## config.mk

```make
export PLATFORM = sky130hd
export DESIGN_NAME = mux_l1_arbitro
export DESIGN_NICKNAME = d
export VERILOG_FILES = /design/src/rtl/mux_l1_arbitro.sv
export SDC_FILE = /design/constraint.sdc
export NUM_CORES = 1
export LEC_CHECK = 0
export ABC_AREA = 0
export CAP_MARGIN = 15
export CORE_ASPECT_RATIO = 0.6
export CORE_UTILIZATION = 45
export DETAILED_ROUTE_END_ITERATION = 16
export DONT_BUFFER_PORTS = 1
export PLACE_DENSITY_LB_ADDON = 0.3
export SLEW_MARGIN = 20
export SYNTH_ARGS = -nofsm -noshare
export SYNTH_HDL_FRONTEND = slang
export SYNTH_SLANG_ARGS = --single-unit
export TNS_END_PERCENT = 20
```

## constraint.sdc

```tcl
create_clock -name clk -period 10.25 [get_ports clk]
set_clock_uncertainty 0.1 [all_clocks]
set_input_delay 1.025 -clock clk [delete_from_list [all_inputs] [get_ports clk]]
set_output_delay 1.025 -clock clk [all_outputs]
set_load 0.1 [all_outputs]
```

## src/rtl/mux_l1_arbitro.sv

```systemverilog
// Receive end of the recirculator's active path: four lane FIFOs merged by a
// round-robin arbiter onto one registered valid/ready output stream.
module mux_l1_arbitro #(
  parameter int DATA_WIDTH = 8,
  parameter int FIFO_DEPTH = 4,
  parameter int PTR_WIDTH  = 2
) (
  input  logic                  clk,
  input  logic                  reset,
  input  logic [DATA_WIDTH-1:0] data_in0,
  input  logic [DATA_WIDTH-1:0] data_in1,
  input  logic [DATA_WIDTH-1:0] data_in2,
  input  logic [DATA_WIDTH-1:0] data_in3,
  input  logic                  valid_in0,
  input  logic                  valid_in1,
  input  logic                  valid_in2,
  input  logic                  valid_in3,
  input  logic                  ready_out,
  output logic [DATA_WIDTH-1:0] data_out,
  output logic                  valid_out,
  output logic [1:0]            lane_out,
  output logic                  pause0,
  output logic                  pause1,
  output logic                  pause2,
  output logic                  pause3,
  output logic [3:0]            overflow_err
);

  localparam int LANES = 4;

  logic [DATA_WIDTH-1:0] mem [LANES][FIFO_DEPTH];
  logic [PTR_WIDTH-1:0]  wr_ptr [LANES];
  logic [PTR_WIDTH-1:0]  rd_ptr [LANES];
  logic [PTR_WIDTH:0]    count  [LANES];

  logic [DATA_WIDTH-1:0] lane_data [LANES];
  logic [LANES-1:0]      lane_valid;
  logic [LANES-1:0]      nonempty;
  logic [LANES-1:0]      full;
  logic [LANES-1:0]      pop;
  logic [LANES-1:0]      push;
  logic [LANES-1:0]      pause_vec;

  logic [1:0]            rr_ptr;
  logic [1:0]            sel;
  logic [1:0]            idx;
  logic                  grant;
  logic                  load;
  logic [DATA_WIDTH-1:0] head_data;

  assign lane_data[0] = data_in0;
  assign lane_data[1] = data_in1;
  assign lane_data[2] = data_in2;
  assign lane_data[3] = data_in3;
  assign lane_valid   = {valid_in3, valid_in2, valid_in1, valid_in0};

  // Handshake: a word on data_out transfers on any posedge where
  // valid_out=1 and ready_out=1. The output register may reload whenever it
  // is empty or being drained; otherwise it holds data, lane and valid.
  assign load = !valid_out || ready_out;

  always_comb begin
    for (int i = 0; i < LANES; i++) begin
      nonempty[i]  = (count[i] != '0);
      full[i]      = (count[i] == (PTR_WIDTH+1)'(FIFO_DEPTH));
      pause_vec[i] = (count[i] >= (PTR_WIDTH+1)'(FIFO_DEPTH - 1));
    end
  end

  // Scan starts at rr_ptr; first non-empty lane (pre-write counts) wins.
  always_comb begin
    grant = 1'b0;
    sel   = rr_ptr;
    idx   = rr_ptr;
    for (int k = 0; k < LANES; k++) begin
      idx = rr_ptr + 2'(k);
      if (!grant && nonempty[idx]) begin
        grant = 1'b1;
        sel   = idx;
      end
    end
  end

  always_comb begin
    pop = '0;
    if (load && grant) begin
      pop[sel] = 1'b1;
    end
  end

  // A full FIFO still accepts a word when it is popped in the same cycle.
  always_comb begin
    for (int i = 0; i < LANES; i++) begin
      push[i] = lane_valid[i] && (!full[i] || pop[i]);
    end
  end

  assign head_data = mem[sel][rd_ptr[sel]];

  always_ff @(posedge clk) begin
    for (int i = 0; i < LANES; i++) begin
      if (push[i]) begin
        mem[i][wr_ptr[i]] <= lane_data[i];
      end
    end
  end

  always_ff @(posedge clk) begin
    if (reset) begin
      for (int i = 0; i < LANES; i++) begin
        wr_ptr[i] <= '0;
        rd_ptr[i] <= '0;
        count[i]  <= '0;
      end
      overflow_err <= '0;
    end else begin
      for (int i = 0; i < LANES; i++) begin
        if (push[i]) begin
          wr_ptr[i] <= wr_ptr[i] + PTR_WIDTH'(1);
        end
        if (pop[i]) begin
          rd_ptr[i] <= rd_ptr[i] + PTR_WIDTH'(1);
        end
        if (push[i] && !pop[i]) begin
          count[i] <= count[i] + (PTR_WIDTH+1)'(1);
        end else if (!push[i] && pop[i]) begin
          count[i] <= count[i] - (PTR_WIDTH+1)'(1);
        end
        if (lane_valid[i] && !push[i]) begin
          overflow_err[i] <= 1'b1;
        end
      end
    end
  end

  // When nothing is granted the old data/lane stay visible with valid low.
  always_ff @(posedge clk) begin
    if (reset) begin
      data_out  <= '0;
      lane_out  <= '0;
      valid_out <= 1'b0;
      rr_ptr    <= '0;
    end else if (load) begin
      if (grant) begin
        data_out  <= head_data;
        lane_out  <= sel;
        valid_out <= 1'b1;
        rr_ptr    <= sel + 2'd1;
      end else begin
        valid_out <= 1'b0;
      end
    end
  end

  assign pause0 = pause_vec[0];
  assign pause1 = pause_vec[1];
  assign pause2 = pause_vec[2];
  assign pause3 = pause_vec[3];

endmodule

```

==> results of run 1 <==
==> worst max path at each step <==
| stage | end | cells past startpoint |
|---|---|---|
| finish | count[1][2]$_SDFFCE_PN0P_ | 10 |
| detailed placement | count[1][2]$_SDFFCE_PN0P_ | 10 |
| global placement | count[1][2]$_SDFFCE_PN0P_ | 10 |
| floorplan | pause3 | 2 |
| CTS | count[1][2]$_SDFFCE_PN0P_ | 10 |
| global route | count[1][2]$_SDFFCE_PN0P_ | 10 |
==> per-layer routing <==
metal  wire length [um]  up-vias
met5                  0        -
met4                214        0
met3               2270       15
met2               7550      227
met1               8580     2401
li1                   -     2250
==> final cells by class <==
class	instances	area (sq um)	share of cell area [%]
Multi-Input combinational cell	398	2590	30.2
Tap cell	228	285	3.32
Inverter	21	78.8	0.917
Clock buffer	17	425	4.95
Timing Repair Buffer	3	22.5	0.262
Clock inverter	15	163	1.89
Sequential cell	173	5020	58.5
==> kinds of logic after synthesis <==
family          after synthesis  share of synthesized area, %
compound gates               59                          5.49
flops                       173                          64.2
simple gates                253                          15.6
mux                          59                          7.57
xor+xnor                      4                         0.448
buf+inv                      53                          2.70
fa+ha+maj                    23                          3.97
==> stage by stage <==
stage	hold WS [ns]	util (%)	cells	area (sq um)	worst slack (ns)
6_report	0.447	51.7	855	8590	5.75
5_1_grt	0.475	51.7	855	8590	5.33
4_1_cts	0.436	51.7	855	8590	5.76
3_5_place_dp	0.424	48.2	823	8000	5.76
3_3_place_gp	0.415	48.2	823	8000	5.95
2_1_floorplan	0.382	-	624	7820	6.59
==> state kept, by name, summed over array words and instances (netlist names) <==
| name | cells |
|---|---|
| mem | 128 |
| count | 12 |
| data_out | 8 |
| rd_ptr | 8 |
| wr_ptr | 8 |
| overflow_err | 4 |
| lane_out | 2 |
| rr_ptr | 2 |
| valid_out | 1 |
==> cell usage in the layout (no fill, tap or decap), types with 3 or more instances in the layout <==
| master | instances |
|---|---|
| sky130_fd_sc_hd__edfxtp_1 | 156 |
| sky130_fd_sc_hd__nand2_1 | 85 |
| sky130_fd_sc_hd__mux2i_1 | 58 |
| sky130_fd_sc_hd__nand3_1 | 50 |
| sky130_fd_sc_hd__nor2_1 | 30 |
| sky130_fd_sc_hd__nor3_1 | 27 |
| sky130_fd_sc_hd__inv_1 | 21 |
| sky130_fd_sc_hd__ha_1 | 20 |
| sky130_fd_sc_hd__and2_1 | 17 |
| sky130_fd_sc_hd__clkbuf_16 | 17 |
| sky130_fd_sc_hd__dfxtp_1 | 17 |
| sky130_fd_sc_hd__a21o_1 | 15 |
| sky130_fd_sc_hd__nand2b_1 | 11 |
| sky130_fd_sc_hd__a21oi_1 | 9 |
| sky130_fd_sc_hd__o211ai_1 | 8 |
| sky130_fd_sc_hd__or3_1 | 7 |
| sky130_fd_sc_hd__nor2b_1 | 6 |
| sky130_fd_sc_hd__nor3b_1 | 5 |
| sky130_fd_sc_hd__o21ai_0 | 4 |
| sky130_fd_sc_hd__xnor2_1 | 4 |
| sky130_fd_sc_hd__a22oi_1 | 3 |
| sky130_fd_sc_hd__a31oi_1 | 3 |
| sky130_fd_sc_hd__and3_1 | 3 |
| sky130_fd_sc_hd__nand4b_1 | 3 |
| sky130_fd_sc_hd__o311a_1 | 3 |
| sky130_fd_sc_hd__fa_1 | 3 |
| sky130_fd_sc_hd__inv_6 | 3 |
| sky130_fd_sc_hd__clkinv_4 | 3 |
| sky130_fd_sc_hd__buf_4 | 3 |
==> worst register-to-register path, cell delays in order (launching register included) <==
cell and delay [ns]:
sky130_fd_sc_hd__edfxtp_1 0.45, sky130_fd_sc_hd__nor3_1 0.49, sky130_fd_sc_hd__a21oi_1 0.13, sky130_fd_sc_hd__o21ai_0 0.43, sky130_fd_sc_hd__and2_1 0.80, sky130_fd_sc_hd__nand3_1 0.46
sky130_fd_sc_hd__or3_1 0.47, sky130_fd_sc_hd__fa_1 0.43, sky130_fd_sc_hd__nor2b_1 0.16, sky130_fd_sc_hd__a221oi_1 0.28, sky130_fd_sc_hd__nor3_1 0.07
==> impl_results.md, run 1 <==
* Total die area at 17900 sq um
* Share of cells above drive strength 1 at under 10%
* CP top delay family: simple AND/OR/NAND/NOR gates
* Worst min path class: flip-flop to flip-flop
* Die Y-Extent at approximately 100 um
* Cell mode on critical path: sky130_fd_sc_hd__nor3_1
* Number of detailed-route iterations in the first pass at 5
* Worst-case register-to-register setup slack at around 5.8 ns
* Highest-delay cell along the critical path: sky130_fd_sc_hd__and2_1
* Main flop type after synthesis: sky130_fd_sc_hd__edfxtp_1
* CP Buf/Inv Count at 0
* Hold-fix buffer count after cts at 0
* Max_slew headroom at 27.9%
* Top cell type's share of synthesized area at around 60%
* Weighted congestion reported at the end of routability-driven placement at about 0.83
* CTS tree: yes
* Diodes inserted at 0
* Unrepaired setup endpoints after global routing: false
* H-Tree Level Count at 4
* Maximum net fanout on the critical path at 23
* Antenna violations before repair at 0
* Count of nets after finishing at a little under 700
* Avg Inst Size Synth at between 10 and 15 sq um
* Final Routed Wirelength at 18600 um
* Clock Path Buffers at 2
* Via density per instance at approximately 5.7
* Met3 Usage GRT at roughly a tenth
* Sink Count at approximately 170
* List of most frequent post-synthesis cells: sky130_fd_sc_hd__edfxtp_1, sky130_fd_sc_hd__nand2_1, sky130_fd_sc_hd__mux2i_1, sky130_fd_sc_hd__nand3_1, sky130_fd_sc_hd__nor2_1
* Startpoint of the most critical hold path: rr_ptr[0]$_SDFFE_PP0N_
* Result of the run: complete, no violations
* CTS buffer count at 17
* Final Slew Violations at 0
* Total Routing Usage GR at between 20 and 25%
* Arr. time, crit path at 4.59 ns
* Warning count from the yosys run at 0
* Die width at between 150 and 200 um
* Number of filler cells placed in the layout at between 1000 and 1500
* Register area share after synthesis at between 60% and 70%
* Met2 layer usage reported by global route at a little under 30%
* Slowest cell delay on critical path at about 0.8 ns
* Mapped Cells at 624
* Growth of design area from synthesis to finish at 9.84%
* Vias in the first global route at 4690
* Number of setup violations in the final report at 0
* Most used standard cell by instance count after synthesis: sky130_fd_sc_hd__edfxtp_1
* Initial core utilization at between 40% and 50%
* Slew at the pin closest to its max-slew limit at between 1 and 1.5 ns
* Endpoint of the worst hold-timing path: rr_ptr[0]$_SDFFE_PP0N_
* Share of the clock period used by the worst path after layout at 43.9%
* Detailed-route DRC error count at 0
* Post_cts resized at 0
* Remaining Overflow, GRT at 0
* Final antenna-violating net count at 0
* Flip-flop and latch count after synthesis at between 150 and 200
* Routed vias at just under 5000
* First element of the critical path: count[2][2]$_SDFFCE_PN0P_
* Clock latency reported for the late side of the worst-skew pair at about 0.45 ns
* Leading post-synthesis cells by cell area: sky130_fd_sc_hd__edfxtp_1, sky130_fd_sc_hd__mux2i_1, sky130_fd_sc_hd__dfxtp_1
* Endpoint type of the worst setup path: flip-flop
* Worst hold path stage count at 2
* Crit-path cells: nor3_1, a21oi_1, o21ai_0, and2_1, nand3_1, or3_1, fa_1, nor2b_1, a221oi_1, nor3_1
* Area leader, netlist: sky130_fd_sc_hd__edfxtp_1
* GRT busiest layer: met1
* Count of buffers from port buffering at 0
* # Post-CTS Setup Buffers at 0
* F_max at between 200 and 250 MHz
* Global-route wire length before repair at between 20000 and 30000 um
* Data required time of the worst path at roughly 10 ns
* Post-route setup TNS at 0 ns
* Type of origin of the critical path: flip-flop
* Tmin final at ~4.5 ns
* Detailed-route wire length per cell at approximately 22 um
* Count of pins on the block boundary at 58
* Worst r2r src: count[2][2]$_SDFFCE_PN0P_
* Core area at approximately 17000 sq um
* Number of flops mapped to enable cells by yosys at roughly 160
* Async SR Flop Fraction at 0%
* Estimated wirelength of the detail-placed design at around 13000 um
* Clock tree root buffer cell: sky130_fd_sc_hd__clkbuf_16
* Nets in the synthesized netlist at 686
* Number of distinct library cells after synthesis at between 40 and 50
* Worst Reg2Reg Path Length in Cells at 10
* Post-Synthesis Cell Area at 7820 sq um
* Crit Reg-Reg Endpoint: count[1][2]$_SDFFCE_PN0P_
* Hold Violations, Final at 0
* Number of maximum-capacitance violations at 0
* Clock transition at the registers of the reported paths at approximately 0.070 ns
* Global-route track usage on met1 at 31.6%
* Num rows at 36
* Drt initial violations at about 490
* Maximum number of pins on one net before global-route repair at 56
* Setup CP Type: flip-flop to flip-flop
Power of run 1 is not shown: default switching activity piles up to over one toggle a cycle in this logic, so the estimate is an artifact.
==> run 2: changes to the inputs <==
clock period = 4.3 ns   (was 10.25 ns; I/O delays follow)
==> run 2 against run 1 <==
Sequential share of layout area down 2.4 points. Non-clock buffer count up 40. Critical endpoint is now mem[1][3]$_DFFE_PP_. Utilization up 2.2 points. Count of clock-buffer cells in the layout unchanged. Sequential cell count unchanged. Largest cell class unchanged. Wire length up 2.0%. Die area unchanged.
==> impl_results.md, run 2 (synthesized netlist as in run 1, its figures left out) <==
* Data required time of the worst path at 4.26 ns (-6.08 ns)
* Worst min path class: primary input to flip-flop
* Top library cells by usage in the layout, fill and taps aside: sky130_fd_sc_hd__edfxtp_1, sky130_fd_sc_hd__nand2_1, sky130_fd_sc_hd__mux2i_1, sky130_fd_sc_hd__nand3_1, sky130_fd_sc_hd__dlygate4sd3_1
* Share of cells above drive strength 1 at 7.05% (+0.83 points)
* Total die area at 17900 sq um (unchanged)
* Clock latency reported for the late side of the worst-skew pair at 0.42 ns (-0.03 ns)
* Diodes inserted at 0 (unchanged)
* Tmin final at 3.99 ns (-0.505 ns)
* Routed vias at 5123 (+4.7%)
* Slew at the pin closest to its max-slew limit at 1.10 ns (+0.0219 ns)
* Worst r2r src: count[3][0]$_DFFE_PP_
* Leading cell type in the layout, fill and taps excluded: sky130_fd_sc_hd__edfxtp_1
* Share of the clock period used by the worst path after layout at 92.9% (+49 points)
* Endpoint of the worst hold-timing path: overflow_err[0]$_SDFFE_PP0P_
* Remaining Overflow, GRT at 0 (unchanged)
* Post_cts resized at 0 (unchanged)
* Die width at 172 um (unchanged)
* Core area at 16600 sq um (unchanged)
* Largest register FFs at 128 (unchanged)
* Startpoint of the most critical hold path: valid_in0
* Estimated wirelength of the detail-placed design at 13300 um (+4.6%)
* Clock tree root buffer cell: sky130_fd_sc_hd__clkbuf_16
* Worst-case register-to-register setup slack at 0.31 ns (-5.44 ns)
* Total Routing Usage GR at 22.2% (+0.20 points)
* Worst hold path stage count at 2 (unchanged)
* Final Slew Violations at 0 (unchanged)
* Non-Filler Cell Area, Final at 8960 sq um (+4.3%)
* Count of buffers from port buffering at 0 (unchanged)
* Hold Violations, Final at 0 (unchanged)
* Highest-delay cell along the critical path: sky130_fd_sc_hd__nor3_1
* Vias in the first global route at 4957 (+5.7%)
* Clock Path Buffers at 2 (unchanged)
* Detailed-route DRC error count at 0 (unchanged)
* Result of the run: complete, no violations
* Unrepaired setup endpoints after global routing: false
* CP Buf/Inv Count at 1 (+1)
* H-Tree Level Count at 4 (unchanged)
* Post-route setup TNS at 0 ns (unchanged)
* Dpl cell area at 8060 sq um (+0.66%)
* Global-route wire length before repair at 28900 um (+4.2%)
* CP top delay family: simple AND/OR/NAND/NOR gates
* Crit-path cells: inv_1, ha_1, nand2b_1, o31a_1, a21o_1, nor3_1, nor2_1, nor2b_1, and2_1
* Max_slew headroom at 26.4% (-1.5 points)
* Type of origin of the critical path: flip-flop
* Worst Reg2Reg Path Length in Cells at 9 (-1)
* CTS tree: yes
* Via density per instance at 5.72 (about the same)
* Setup CP Type: flip-flop to flip-flop
* CTS buffer count at 17 (unchanged)
* # Post-CTS Setup Buffers at 0 (unchanged)
* Endpoint type of the worst setup path: flip-flop
* Antenna violations before repair at 0 (unchanged)
* Num rows at 36 (unchanged)
* Arr. time, crit path at 3.96 ns (-0.63 ns)
* Number of maximum-capacitance violations at 0 (unchanged)
* Growth of design area from synthesis to finish at 14.6%
* Hold-fix buffer count after cts at 33 (+33)
* Crit Reg-Reg Endpoint: mem[1][3]$_DFFE_PP_
* Slowest cell delay on critical path at 0.69 ns (-0.10 ns)
* Drt initial violations at 695 (+42%)
* Count of nets after finishing at 716 (+5.9%)
* Final Routed Wirelength at 19000 um (+2.0%)
* Number of setup violations in the final report at 0 (unchanged)
* Maximum net fanout on the critical path at 20 (-13%)
* F_max at 250 MHz (+13%)
* Detailed-route wire length per cell at 21.2 um (-2.5%)
* Final antenna-violating net count at 0 (unchanged)
* Number of detailed-route iterations in the first pass at 7 (+2)
* Weighted congestion reported at the end of routability-driven placement at 0.868 (+4.3%)
* Initial core utilization at 47.1% (unchanged)
* Sink Count at 173 (unchanged)
* Die Y-Extent at 104 um (unchanged)
* Maximum number of pins on one net before global-route repair at 50 (-11%)
* Count of pins on the block boundary at 58 (unchanged)
* Clock transition at the registers of the reported paths at 0.07 ns (about the same)
-- run 2: area by class of cell --
| cell class | instances | area [sq um] |
|---|---|---|
| well taps | 228 | 285 |
| repair buffers | 43 | 405 |
| flip-flops and latches | 173 | 5020 |
| inverters | 21 | 78.8 |
| multi-input cells | 398 | 2590 |
| fillers | 1360 | 7660 |
| clock buffers | 17 | 425 |
| clock inverters | 15 | 150 |
-- run 2: metrics by stage --
stage	hold WS [ns]	instances	utilization (%)	worst slack (ns)
2_1_floorplan	0.382	624	-	0.987
3_3_place_gp	0.375	830	48.5	0.527
3_5_place_dp	0.378	830	48.5	0.389
4_1_cts	0.0413	895	53.9	0.368
5_1_grt	0.0664	895	53.9	0.102
6_report	0.0478	895	53.9	0.305
-- run 2: metal layers --
metal	track usage, %	vias to the layer above	routed length, um
li1	-	2345	-
met1	35.0	2512	9280
met2	30.2	245	7850
met3	5.67	21	1680
met4	4.99	0	181
met5	0	-	0
-- run 2: how the worst max path moves through the flow --
stage                     cells after the start  slack [ns]                 startpoint                        end
after detailed placement                      9        0.39      count[3][0]$_DFFE_PP_        mem[1][0]$_DFFE_PP_
after CTS                                     9        0.37      count[3][0]$_DFFE_PP_        mem[1][3]$_DFFE_PP_
after global placement                        9        0.53      count[3][0]$_DFFE_PP_        mem[1][0]$_DFFE_PP_
after global routing                         12        0.10      count[3][0]$_DFFE_PP_  count[0][2]$_SDFFCE_PN0P_
final                                         9        0.31      count[3][0]$_DFFE_PP_        mem[1][3]$_DFFE_PP_
after floorplan                              11        0.99  count[0][0]$_SDFFCE_PN0P_  count[1][2]$_SDFFCE_PN0P_
Power of run 2 is left out for the same reason.
==> run 3: changes to the inputs <==
CTS_BUF_LIST = sky130_fd_sc_hd__clkbuf_4 sky130_fd_sc_hd__clkbuf_8   (was unset)
==> run 3 against run 2 <==
Critical endpoint is now mem[1][5]$_DFFE_PP_. Highest routed layer unchanged. Sequential cell count stayed put. Register-to-register slack is essentially flat. Die area did not move. Global-route usage fell by 0.052 points. First-iteration DRC count shrank 5.9%. Cell area is 2.1% lower. Sequential share of layout area rose by 1.2 points. Fmax is essentially flat.
==> impl_results.md, run 3 (synthesized netlist as in run 1, its figures left out) <==
* Die width at 172 um (unchanged)
* Diodes inserted at 0 (unchanged)
* Endpoint type of the worst setup path: flip-flop
* Final Slew Violations at 0 (unchanged)
* Worst Reg2Reg Path Length in Cells at 9 (unchanged)
* Count of pins on the block boundary at 58 (unchanged)
* Final Routed Wirelength at 19100 um (+0.33%)
* Count of buffers from port buffering at 0 (unchanged)
* Number of detailed-route iterations in the first pass at 5 (-2)
* Estimated wirelength of the detail-placed design at 13300 um (unchanged)
* Post-route setup TNS at 0 ns (unchanged)
* Max_slew headroom at 26.3% (-0.099 points)
* Number of placed instances, taps included at 830 (unchanged)
* Maximum net fanout on the critical path at 20 (unchanged)
* CTS buffer count at 17 (unchanged)
* # Post-CTS Setup Buffers at 0 (unchanged)
* Total die area at 17900 sq um (unchanged)
* Worst r2r src: count[3][0]$_DFFE_PP_
* Hold Violations, Final at 0 (unchanged)
* Core area at 16600 sq um (unchanged)
* Via density per instance at 5.76 (+0.62%)
* Type of origin of the critical path: flip-flop
* Drt initial violations at 654 (-5.9%)
* Number of cells in the finished layout apart from fillers at 895 (unchanged)
* Total Routing Usage GR at 22.1% (-0.052 points)
* Dpl cell area at 8060 sq um (unchanged)
* Non-Filler Cell Area, Final at 8770 sq um (-2.1%)
* Initial core utilization at 47.1% (unchanged)
* Detailed-route wire length per cell at 21.3 um (+0.33%)
* Top library cells by usage in the layout, fill and taps aside: sky130_fd_sc_hd__edfxtp_1, sky130_fd_sc_hd__nand2_1, sky130_fd_sc_hd__mux2i_1, sky130_fd_sc_hd__nand3_1, sky130_fd_sc_hd__dlygate4sd3_1
* Worst hold path stage count at 2 (unchanged)
* Crit Reg-Reg Endpoint: mem[1][5]$_DFFE_PP_
* F_max at 251 MHz (about the same)
* Number of filler cells placed in the layout at 1381 (+1.5%)
* Die Y-Extent at 104 um (unchanged)
* Setup CP Type: flip-flop to flip-flop
* Tmin final at 3.99 ns (-0.00377 ns)
* Startpoint of the most critical hold path: valid_in1
* Number of setup violations in the final report at 0 (unchanged)
* Worst-case register-to-register setup slack at 0.31 ns (about the same)
* Clock tree root buffer cell: sky130_fd_sc_hd__clkbuf_8
* H-Tree Level Count at 4 (unchanged)
* Routed vias at 5155 (+0.62%)
* Global-route wire length before repair at 28900 um (+0.12%)
* CTS tree: yes
* Antenna violations before repair at 0 (unchanged)
* Unrepaired setup endpoints after global routing: false
* Clock Path Buffers at 2 (unchanged)
* Number of maximum-capacitance violations at 0 (unchanged)
* Remaining Overflow, GRT at 0 (unchanged)
* Clock latency reported for the late side of the worst-skew pair at 0.45 ns (+0.03 ns)
* Final Util at 52.8% (-1.2 points)
* Count of nets after finishing at 716 (unchanged)
* Maximum number of pins on one net before global-route repair at 50 (unchanged)
* Largest register FFs at 128 (unchanged)
* Slew at the pin closest to its max-slew limit at 1.11 ns (+0.00149 ns)
* Post_cts resized at 0 (unchanged)
* Result of the run: complete, no violations
* Worst min path class: primary input to flip-flop
* Detailed-route DRC error count at 0 (unchanged)
* Weighted congestion reported at the end of routability-driven placement at 0.868 (unchanged)
* Arr. time, crit path at 3.98 ns (+0.02 ns)
* Vias in the first global route at 4994 (+0.75%)
* Share of the clock period used by the worst path after layout at 92.8% (about the same)
* Final antenna-violating net count at 0 (unchanged)
* Num rows at 36 (unchanged)
* Share of cells above drive strength 1 at 7.05% (unchanged)
* Endpoint of the worst hold-timing path: overflow_err[1]$_SDFFE_PP0P_
* Growth of design area from synthesis to finish at 12.1%
* Data required time of the worst path at 4.29 ns (+0.03 ns)
* Leading cell type in the layout, fill and taps excluded: sky130_fd_sc_hd__edfxtp_1
* Sink Count at 173 (unchanged)
* Clock transition at the registers of the reported paths at 0.10 ns (+0.03 ns)
[run 3: cell counts in the layout (fill, tap and decap cells not counted)]
No cell type changed its count.
[run 3: what timing repair did]
| item | 4_1_cts | 5_1_grt |
|---|---|---|
| hold buffers | 33 | 0 |
| endpoints found under the setup margin | 0 | 0 |
| endpoints found under the hold margin | 137 | 0 |
[run 3: worst max-delay path by stage]
| stage | from | endpoint | slack [ns] | cells past startpoint |
|---|---|---|---|---|
| 3_3_place_gp | count[3][0]$_DFFE_PP_ | mem[1][0]$_DFFE_PP_ | 0.53 | 9 |
| 4_1_cts | count[3][0]$_DFFE_PP_ | mem[1][3]$_DFFE_PP_ | 0.36 | 9 |
| 5_1_grt | count[3][0]$_DFFE_PP_ | count[0][2]$_SDFFCE_PN0P_ | 0.09 | 12 |
| 6_report | count[3][0]$_DFFE_PP_ | mem[1][5]$_DFFE_PP_ | 0.31 | 9 |
| 3_5_place_dp | count[3][0]$_DFFE_PP_ | mem[1][0]$_DFFE_PP_ | 0.39 | 9 |
| 2_1_floorplan | count[0][0]$_SDFFCE_PN0P_ | count[1][2]$_SDFFCE_PN0P_ | 0.99 | 11 |
[run 3: area by class of cell]
class                   count  area (sq um)  share of cell area [%]
flip-flops and latches    173          5020                    57.3
clock inverters            15           150                    1.71
repair buffers             43           405                    4.62
clock buffers              17           234                    2.67
multi-input cells         398          2590                    29.6
inverters                  21          78.8                   0.899
well taps                 228           285                    3.25
[run 3: worst max-delay path, cell delays in order, from the launching register on]
cell and delay [ns]:
sky130_fd_sc_hd__edfxtp_1 0.43, sky130_fd_sc_hd__inv_1 0.13, sky130_fd_sc_hd__ha_1 0.27, sky130_fd_sc_hd__nand2b_1 0.19
sky130_fd_sc_hd__o31a_1 0.38, sky130_fd_sc_hd__a21o_1 0.47, sky130_fd_sc_hd__nor3_1 0.68, sky130_fd_sc_hd__nor2_1 0.17
sky130_fd_sc_hd__nor2b_1 0.29, sky130_fd_sc_hd__and2_1 0.51
[run 3: layer usage]
layer	part of all wire (%)	global-route usage, %	vias to the layer above
li1	-	-	2336
met1	50	35.5	2542
met4	0.81	5.82	0
met5	0	0	-
met2	41	30.4	256
met3	8.3	3.88	21
[run 3: stage by stage]
step	hold slack (ns)	setup WS [ns]
floorplan	0.382	0.987
finish	0.0192	0.309
global route	0.0339	0.0943
CTS	0.0111	0.360
global placement	0.375	0.527
detailed placement	0.378	0.389
Power of run 3 is left out for the same reason.
